**config.mk**
```make
export PLATFORM = sky130hd
export DESIGN_NAME = ddr_init_ref_ctrl
export DESIGN_NICKNAME = d
export VERILOG_FILES = /design/src/rtl/ddr_cmd_pkg.sv /design/src/rtl/ddr_ref_timer.sv /design/src/rtl/ddr_init_ref_ctrl.sv
export SDC_FILE = /design/constraint.sdc
export NUM_CORES = 1
export LEC_CHECK = 0
export CAP_MARGIN = 20
export CORE_MARGIN = 5
export CORE_UTILIZATION = 50
export CTS_CLUSTER_DIAMETER = 120
export CTS_CLUSTER_SIZE = 10
export DETAILED_ROUTE_END_ITERATION = 6
export PLACE_DENSITY = 0.71
export SLEW_MARGIN = 20
export SYNTH_ARGS = -nofsm -noshare
export SYNTH_HDL_FRONTEND = slang
export SYNTH_SLANG_ARGS = --single-unit
```
**constraint.sdc**
```tcl
create_clock -name CLK -period 3.6 [get_ports CLK]
set_input_delay 0.9 -clock CLK [delete_from_list [all_inputs] [get_ports CLK]]
set_output_delay 0.9 -clock CLK [all_outputs]
set_load 0.01 [all_outputs]
```
**src/rtl/ddr_cmd_pkg.sv**
```systemverilog
// DDR command encodings, mode-register fields and sequencer states
// shared by the init/refresh controller and its refresh timer.
package ddr_cmd_pkg;

  localparam logic [2:0] CMD_NOP  = 3'b111;
  localparam logic [2:0] CMD_PRE  = 3'b010;
  localparam logic [2:0] CMD_AREF = 3'b001;
  localparam logic [2:0] CMD_MRS  = 3'b000;

  localparam logic [1:0] BA_MR  = 2'b00;
  localparam logic [1:0] BA_EMR = 2'b01;

  localparam int DLL_RST_BIT = 8;
  localparam int PRE_ALL_BIT = 10;

  localparam logic [2:0] PEND_MAX = 3'd7;

  typedef enum logic [3:0] {
    S_PWR,
    S_CKE_NOP,
    S_PRE1,
    S_EMRS,
    S_MRS_DLL,
    S_PRE2,
    S_AREF1,
    S_AREF2,
    S_MRS_FIN,
    S_IDLE,
    S_REF
  } state_t;

  function automatic logic [12:0] dll_reset_word(
    input logic [12:0] w
  );
    logic [12:0] r;
    r = w;
    r[DLL_RST_BIT] = 1'b1;
    return r;
  endfunction

endpackage

```
**src/rtl/ddr_ref_timer.sv**
```systemverilog
// Refresh interval counter with a saturating count of refreshes
// still owed to the DRAM and a sticky overrun flag.
module ddr_ref_timer
  import ddr_cmd_pkg::*;
#(
  parameter int unsigned T_REFI = 780,
  parameter int unsigned CNT_W  = 16
) (
  input  logic clk,
  input  logic enable,
  input  logic dec,
  input  logic clear,
  output logic pending_nz,
  output logic overrun
);

  localparam logic [CNT_W-1:0] RELOAD = CNT_W'(T_REFI - 1);

  logic [CNT_W-1:0] icnt;
  logic [2:0]       pend;
  logic             expire;
  logic             take;

  assign expire     = enable && (icnt == '0);
  assign take       = dec && (pend != 3'd0);
  assign pending_nz = (pend != 3'd0);

  always_ff @(posedge clk) begin
    if (clear) begin
      icnt    <= RELOAD;
      pend    <= 3'd0;
      overrun <= 1'b0;
    end else begin
      if (!enable || expire) begin
        icnt <= RELOAD;
      end else begin
        icnt <= icnt - CNT_W'(1);
      end
      // expiry and issue in one cycle cancel out
      if (expire && !take) begin
        if (pend == PEND_MAX) begin
          overrun <= 1'b1;
        end else begin
          pend <= pend + 3'd1;
        end
      end else if (take && !expire) begin
        pend <= pend - 3'd1;
      end
    end
  end

endmodule

```
**src/rtl/ddr_init_ref_ctrl.sv**
```systemverilog
// DDR power-up initialization sequencer and auto-refresh scheduler
// that owns the command pins until handing them to the command path.
module ddr_init_ref_ctrl
  import ddr_cmd_pkg::*;
#(
  parameter int unsigned T_POWERUP = 20000,
  parameter int unsigned T_RP      = 3,
  parameter int unsigned T_MRD     = 2,
  parameter int unsigned T_RFC     = 8,
  parameter int unsigned T_DLL     = 200,
  parameter int unsigned T_REFI    = 780,
  parameter logic [12:0] MODE_WORD = 13'h021,
  parameter int unsigned CNT_W     = 16
) (
  input  logic        CLK,
  input  logic        RST,
  input  logic        REF_ACK,
  output logic        CKE,
  output logic        RAS,
  output logic        CAS,
  output logic        WE,
  output logic [1:0]  BA,
  output logic [12:0] ADDR,
  output logic        INIT_DONE,
  output logic        REF_REQ,
  output logic        REF_BUSY,
  output logic        REF_OVERRUN
);

  localparam logic [CNT_W-1:0] L_PWR = CNT_W'(T_POWERUP - 1);
  localparam logic [CNT_W-1:0] L_RP  = CNT_W'(T_RP - 1);
  localparam logic [CNT_W-1:0] L_MRD = CNT_W'(T_MRD - 1);
  localparam logic [CNT_W-1:0] L_RFC = CNT_W'(T_RFC - 1);
  localparam logic [CNT_W-1:0] L_DLL = CNT_W'(T_DLL - 1);

  state_t           state;
  state_t           state_n;
  logic [CNT_W-1:0] cnt;
  logic [CNT_W-1:0] cnt_n;
  logic             wait_done;
  logic             pending_nz;
  logic             fire;

  logic             cke_n;
  logic [2:0]       cmd_n;
  logic [1:0]       ba_n;
  logic [12:0]      addr_n;
  logic             done_n;
  logic             busy_n;

  assign wait_done = (cnt == '0);
  assign REF_REQ   = (state == S_IDLE) && pending_nz;
  assign fire      = REF_REQ && REF_ACK;

  ddr_ref_timer #(
    .T_REFI (T_REFI),
    .CNT_W  (CNT_W)
  ) u_timer (
    .clk        (CLK),
    .enable     (INIT_DONE),
    .dec        (fire),
    .clear      (RST),
    .pending_nz (pending_nz),
    .overrun    (REF_OVERRUN)
  );

  always_comb begin
    state_n = state;
    cnt_n   = wait_done ? cnt : cnt - CNT_W'(1);
    unique case (state)
      S_PWR: begin
        if (wait_done) begin
          state_n = S_CKE_NOP;
          cnt_n   = '0;
        end
      end
      S_CKE_NOP: begin
        state_n = S_PRE1;
        cnt_n   = L_RP;
      end
      S_PRE1: begin
        if (wait_done) begin
          state_n = S_EMRS;
          cnt_n   = L_MRD;
        end
      end
      S_EMRS: begin
        if (wait_done) begin
          state_n = S_MRS_DLL;
          cnt_n   = L_DLL;
        end
      end
      S_MRS_DLL: begin
        if (wait_done) begin
          state_n = S_PRE2;
          cnt_n   = L_RP;
        end
      end
      S_PRE2: begin
        if (wait_done) begin
          state_n = S_AREF1;
          cnt_n   = L_RFC;
        end
      end
      S_AREF1: begin
        if (wait_done) begin
          state_n = S_AREF2;
          cnt_n   = L_RFC;
        end
      end
      S_AREF2: begin
        if (wait_done) begin
          state_n = S_MRS_FIN;
          cnt_n   = L_MRD;
        end
      end
      S_MRS_FIN: begin
        if (wait_done) begin
          state_n = S_IDLE;
          cnt_n   = '0;
        end
      end
      S_IDLE: begin
        if (fire) begin
          state_n = S_REF;
          cnt_n   = L_RFC;
        end
      end
      S_REF: begin
        if (wait_done) begin
          state_n = S_IDLE;
        end
      end
      default: begin
        state_n = S_PWR;
        cnt_n   = L_PWR;
      end
    endcase
  end

  // a command is driven only in the first cycle of its state
  always_comb begin
    cke_n  = (state_n != S_PWR);
    cmd_n  = CMD_NOP;
    ba_n   = '0;
    addr_n = '0;
    done_n = INIT_DONE || (state_n == S_IDLE);
    busy_n = (state_n == S_REF);
    if (state_n != state) begin
      unique case (state_n)
        S_PRE1, S_PRE2: begin
          cmd_n = CMD_PRE;
          addr_n[PRE_ALL_BIT] = 1'b1;
        end
        S_EMRS: begin
          cmd_n = CMD_MRS;
          ba_n  = BA_EMR;
        end
        S_MRS_DLL: begin
          cmd_n  = CMD_MRS;
          ba_n   = BA_MR;
          addr_n = dll_reset_word(MODE_WORD);
        end
        S_MRS_FIN: begin
          cmd_n  = CMD_MRS;
          ba_n   = BA_MR;
          addr_n = MODE_WORD;
        end
        S_AREF1, S_AREF2, S_REF: begin
          cmd_n = CMD_AREF;
        end
        default: begin
          cmd_n = CMD_NOP;
        end
      endcase
    end
  end

  always_ff @(posedge CLK) begin
    if (RST) begin
      state          <= S_PWR;
      cnt            <= L_PWR;
      CKE            <= 1'b0;
      {RAS, CAS, WE} <= CMD_NOP;
      BA             <= '0;
      ADDR           <= '0;
      INIT_DONE      <= 1'b0;
      REF_BUSY       <= 1'b0;
    end else begin
      state          <= state_n;
      cnt            <= cnt_n;
      CKE            <= cke_n;
      {RAS, CAS, WE} <= cmd_n;
      BA             <= ba_n;
      ADDR           <= addr_n;
      INIT_DONE      <= done_n;
      REF_BUSY       <= busy_n;
    end
  end

endmodule

```
==> results.toml <==
[worst_setup_path]
r2r_cells = 8
path_class = "register to primary output"
worst-r2r-setup-slack_ps = 810
cp-end-kind = "primary output"
critPathRequiredTime_ps = 2700
startpoint_type = "register"
r2r_start = "u_timer.icnt[9]"
arrival_ps = 1970
path_cells = "buf_4, nand2b_1, nor2_1, o31a_1, clkdlybuf4s50_1"
cp_slowest_stage_delay_ps = 530
cp_slowest_cell = "clkdlybuf4s50_1"
r2r_end = "u_timer.pend[2]"
cp_max_fo = 32

[clock_tree]
cts_tree = "done"
cts_resized = 0
cts.sinks = 50
root_buffer = "clkbuf_8"
path_clk_slew_ps = 100
cts_setup_buffers = 0
numCtsBuffers = 5
h-tree-depth = 2
clk_latency_ps = 310
cts.path.max_buffers = 2
cts_hold_buffers = 0

[global_route]
grt_max_degree = 33
grt_usage_pct = 16.0
grt.overflow.total = 0
antenna_found_initial = 0
grt_pass1_vias = 2123
grt_pass1_wl_mm = 9.56

[power_and_ir_drop]
p_per_area_nw_per_um2 = 333
leakage_nw = 1.02
ir_drop_mv = 0.235
power_mw = 1.01

[timing]
fin_crit_ps = 2870
max_freq_ghz = 0.348
worst_pin_slew_ps = 670
slew_headroom_pct = 54.2
setup_viol = 0
tns_ps = 0
finalHoldViolations = 0
maxSlewViolCount = 0
finClkSkew_ps = 18.4
whs_ps = 434
min_period_over_period_pct = 79.7
rsz0062_at_grt = "false"

[hold_path]
holdPathEnd = "u_timer.icnt[0]"
min-delay-start = "u_timer.icnt[0]"
hp-class = "register to register"
whs_path_depth = 1

[finish]
layout_commonest_cell = "dfxtp_1"
fin_nets = 351
fin_area_um2 = 3040
syn_to_final_growth_pct = 8.97
layout_common_cells = "dfxtp_1, nor2_1, nand2_1"
nFillCells = 517
drive_gt1_share_pct = 8.75
fin_cells = 415
antenna_cells = 0

[drt]
firstDrtPassIters = 4
first_iter_violations = 166
routed_wl_mm = 5.62
vias_per_cell = 5.49
dr_total_vias = 2279
drc = 0
ant_nets = 0
wl_per_cell_um = 13.5

[logic_synthesis]
synthesis.area_um2 = 2790
syn_avg_cell_area_um2 = 8.38
synth_ff_type = "dfxtp_1"
synth_cells = 333
ys_types = 65
ys_ff_latch = 50
ys_async_sr_fraction_pct = 0
yosysSeqAreaShare_pct = 35.9
synth_edf_count = 0
yosysWarnings = 0

[floorplan]
die_h_um = 84.7
io_pins = 26
die_area_um2 = 7170
initial_core_util_pct = 51.0
core-area_um2 = 5470
die_x_um = 84.7
rows = 27

[place]
dpl_cell_area_um2 = 2950
io_buffer_count = 15
post-dp-hpwl_mm = 3.95
gp_congestion = 0.798
placed_cells = 407

[job]
cap_viol_max_count = 0

[run_status]
status = "finished, final reports clean"
-- worst max-delay path, delay by kind of cell, from the launching register on --
| kind | cells | cell delay (ps) |
|---|---|---|
| compound gates | 1 | 160 |
| flops | 1 | 320 |
| buf+inv | 2 | 820 |
| simple gates | 2 | 360 |
-- report_power, final --
part | internal (mW) | total [mW] | switching (mW)
Sequential | 0.563 | 0.571 | 0.00871
Clock | 0.139 | 0.340 | 0.200
Combinational | 0.0423 | 0.102 | 0.0602
Total | 0.744 | 1.01 | 0.269
-- metal layers --
layer	vias up	GRT usage [%]	share of wire, %
li1	1177	-	-
met4	0	4.46	0.87
met5	-	0	0
met3	4	3.04	5.3
met2	54	25.4	44
met1	1044	22.0	50
-- state kept, by name (all words and copies together) (netlist names), 3 cells and up --
register and cells:
u_timer.pend 3, ADDR 3, state 4, cnt 16, u_timer.icnt 16
-- cell type report --
cell class                 count  area (um^2)  area share [%]
tap                           72         90.1            2.96
timing repair buffer          23          210            6.92
sequential                    50         1000            32.9
multi-input combinational    255         1620            53.3
inverter                       7         26.3           0.865
clock inverter                 3         23.8           0.782
clock buffer                   5         68.8            2.26
-- through the flow --
stage	utilization (%)	setup WS (ps)
after CTS	55.5	741
after floorplan	-	1020
after detailed placement	53.8	510
after global placement	53.8	576
after global routing	55.5	593
final	55.5	730
-- how the worst max path moves through the flow --
stage	from	to
global placement	REF_ACK	u_timer.pend[2]
global route	state[3]	REF_REQ
floorplan	u_timer.icnt[9]	u_timer.pend[2]
CTS	state[3]	REF_REQ
detailed placement	REF_ACK	u_timer.pend[2]
finish	state[3]	REF_REQ
-- logic make-up after synthesis --
family | Yosys count | synth area share [%]
XOR/XNOR | 24 | 7.54
multiplexers | 3 | 1.17
AO/OA/AOI/OAI | 71 | 17.3
adder cells (fa/ha/maj) | 6 | 2.96
flip-flops | 50 | 35.9
buffers and inverters | 37 | 7.27
other | 1 | 0.134
AND/OR/NAND/NOR | 141 | 27.8
-- Yosys cell counts (all sizes together) (2+ instances only) --
library cell | number | area, um^2
xnor2 | 16 | 140
a211oi | 5 | 42.5
or3 | 7 | 43.8
xor2 | 8 | 70.1
a31oi | 4 | 25.0
o21ai | 9 | 45.0
nor3 | 21 | 110
nand3b | 2 | 15.0
nand3 | 5 | 25.0
o21a | 2 | 15.0
clkbuf | 10 | 37.5
a2111oi | 2 | 23.8
nor3b | 2 | 15.0
mux2 | 2 | 22.5
dfxtp | 50 | 1000
o22ai | 2 | 12.5
nor4 | 8 | 86.3
nand2b | 10 | 62.6
a21oi | 24 | 124
nor2b | 8 | 50.1
inv | 7 | 26.3
ha | 5 | 62.6
nor4b | 2 | 23.8
a221oi | 3 | 26.3
a221o | 2 | 20.0
buf | 20 | 139
nor2 | 38 | 143
or4 | 5 | 45.0
o31ai | 6 | 50.1
o211ai | 2 | 15.0
nand2 | 26 | 97.6
(Power assumes the default switching activity.)
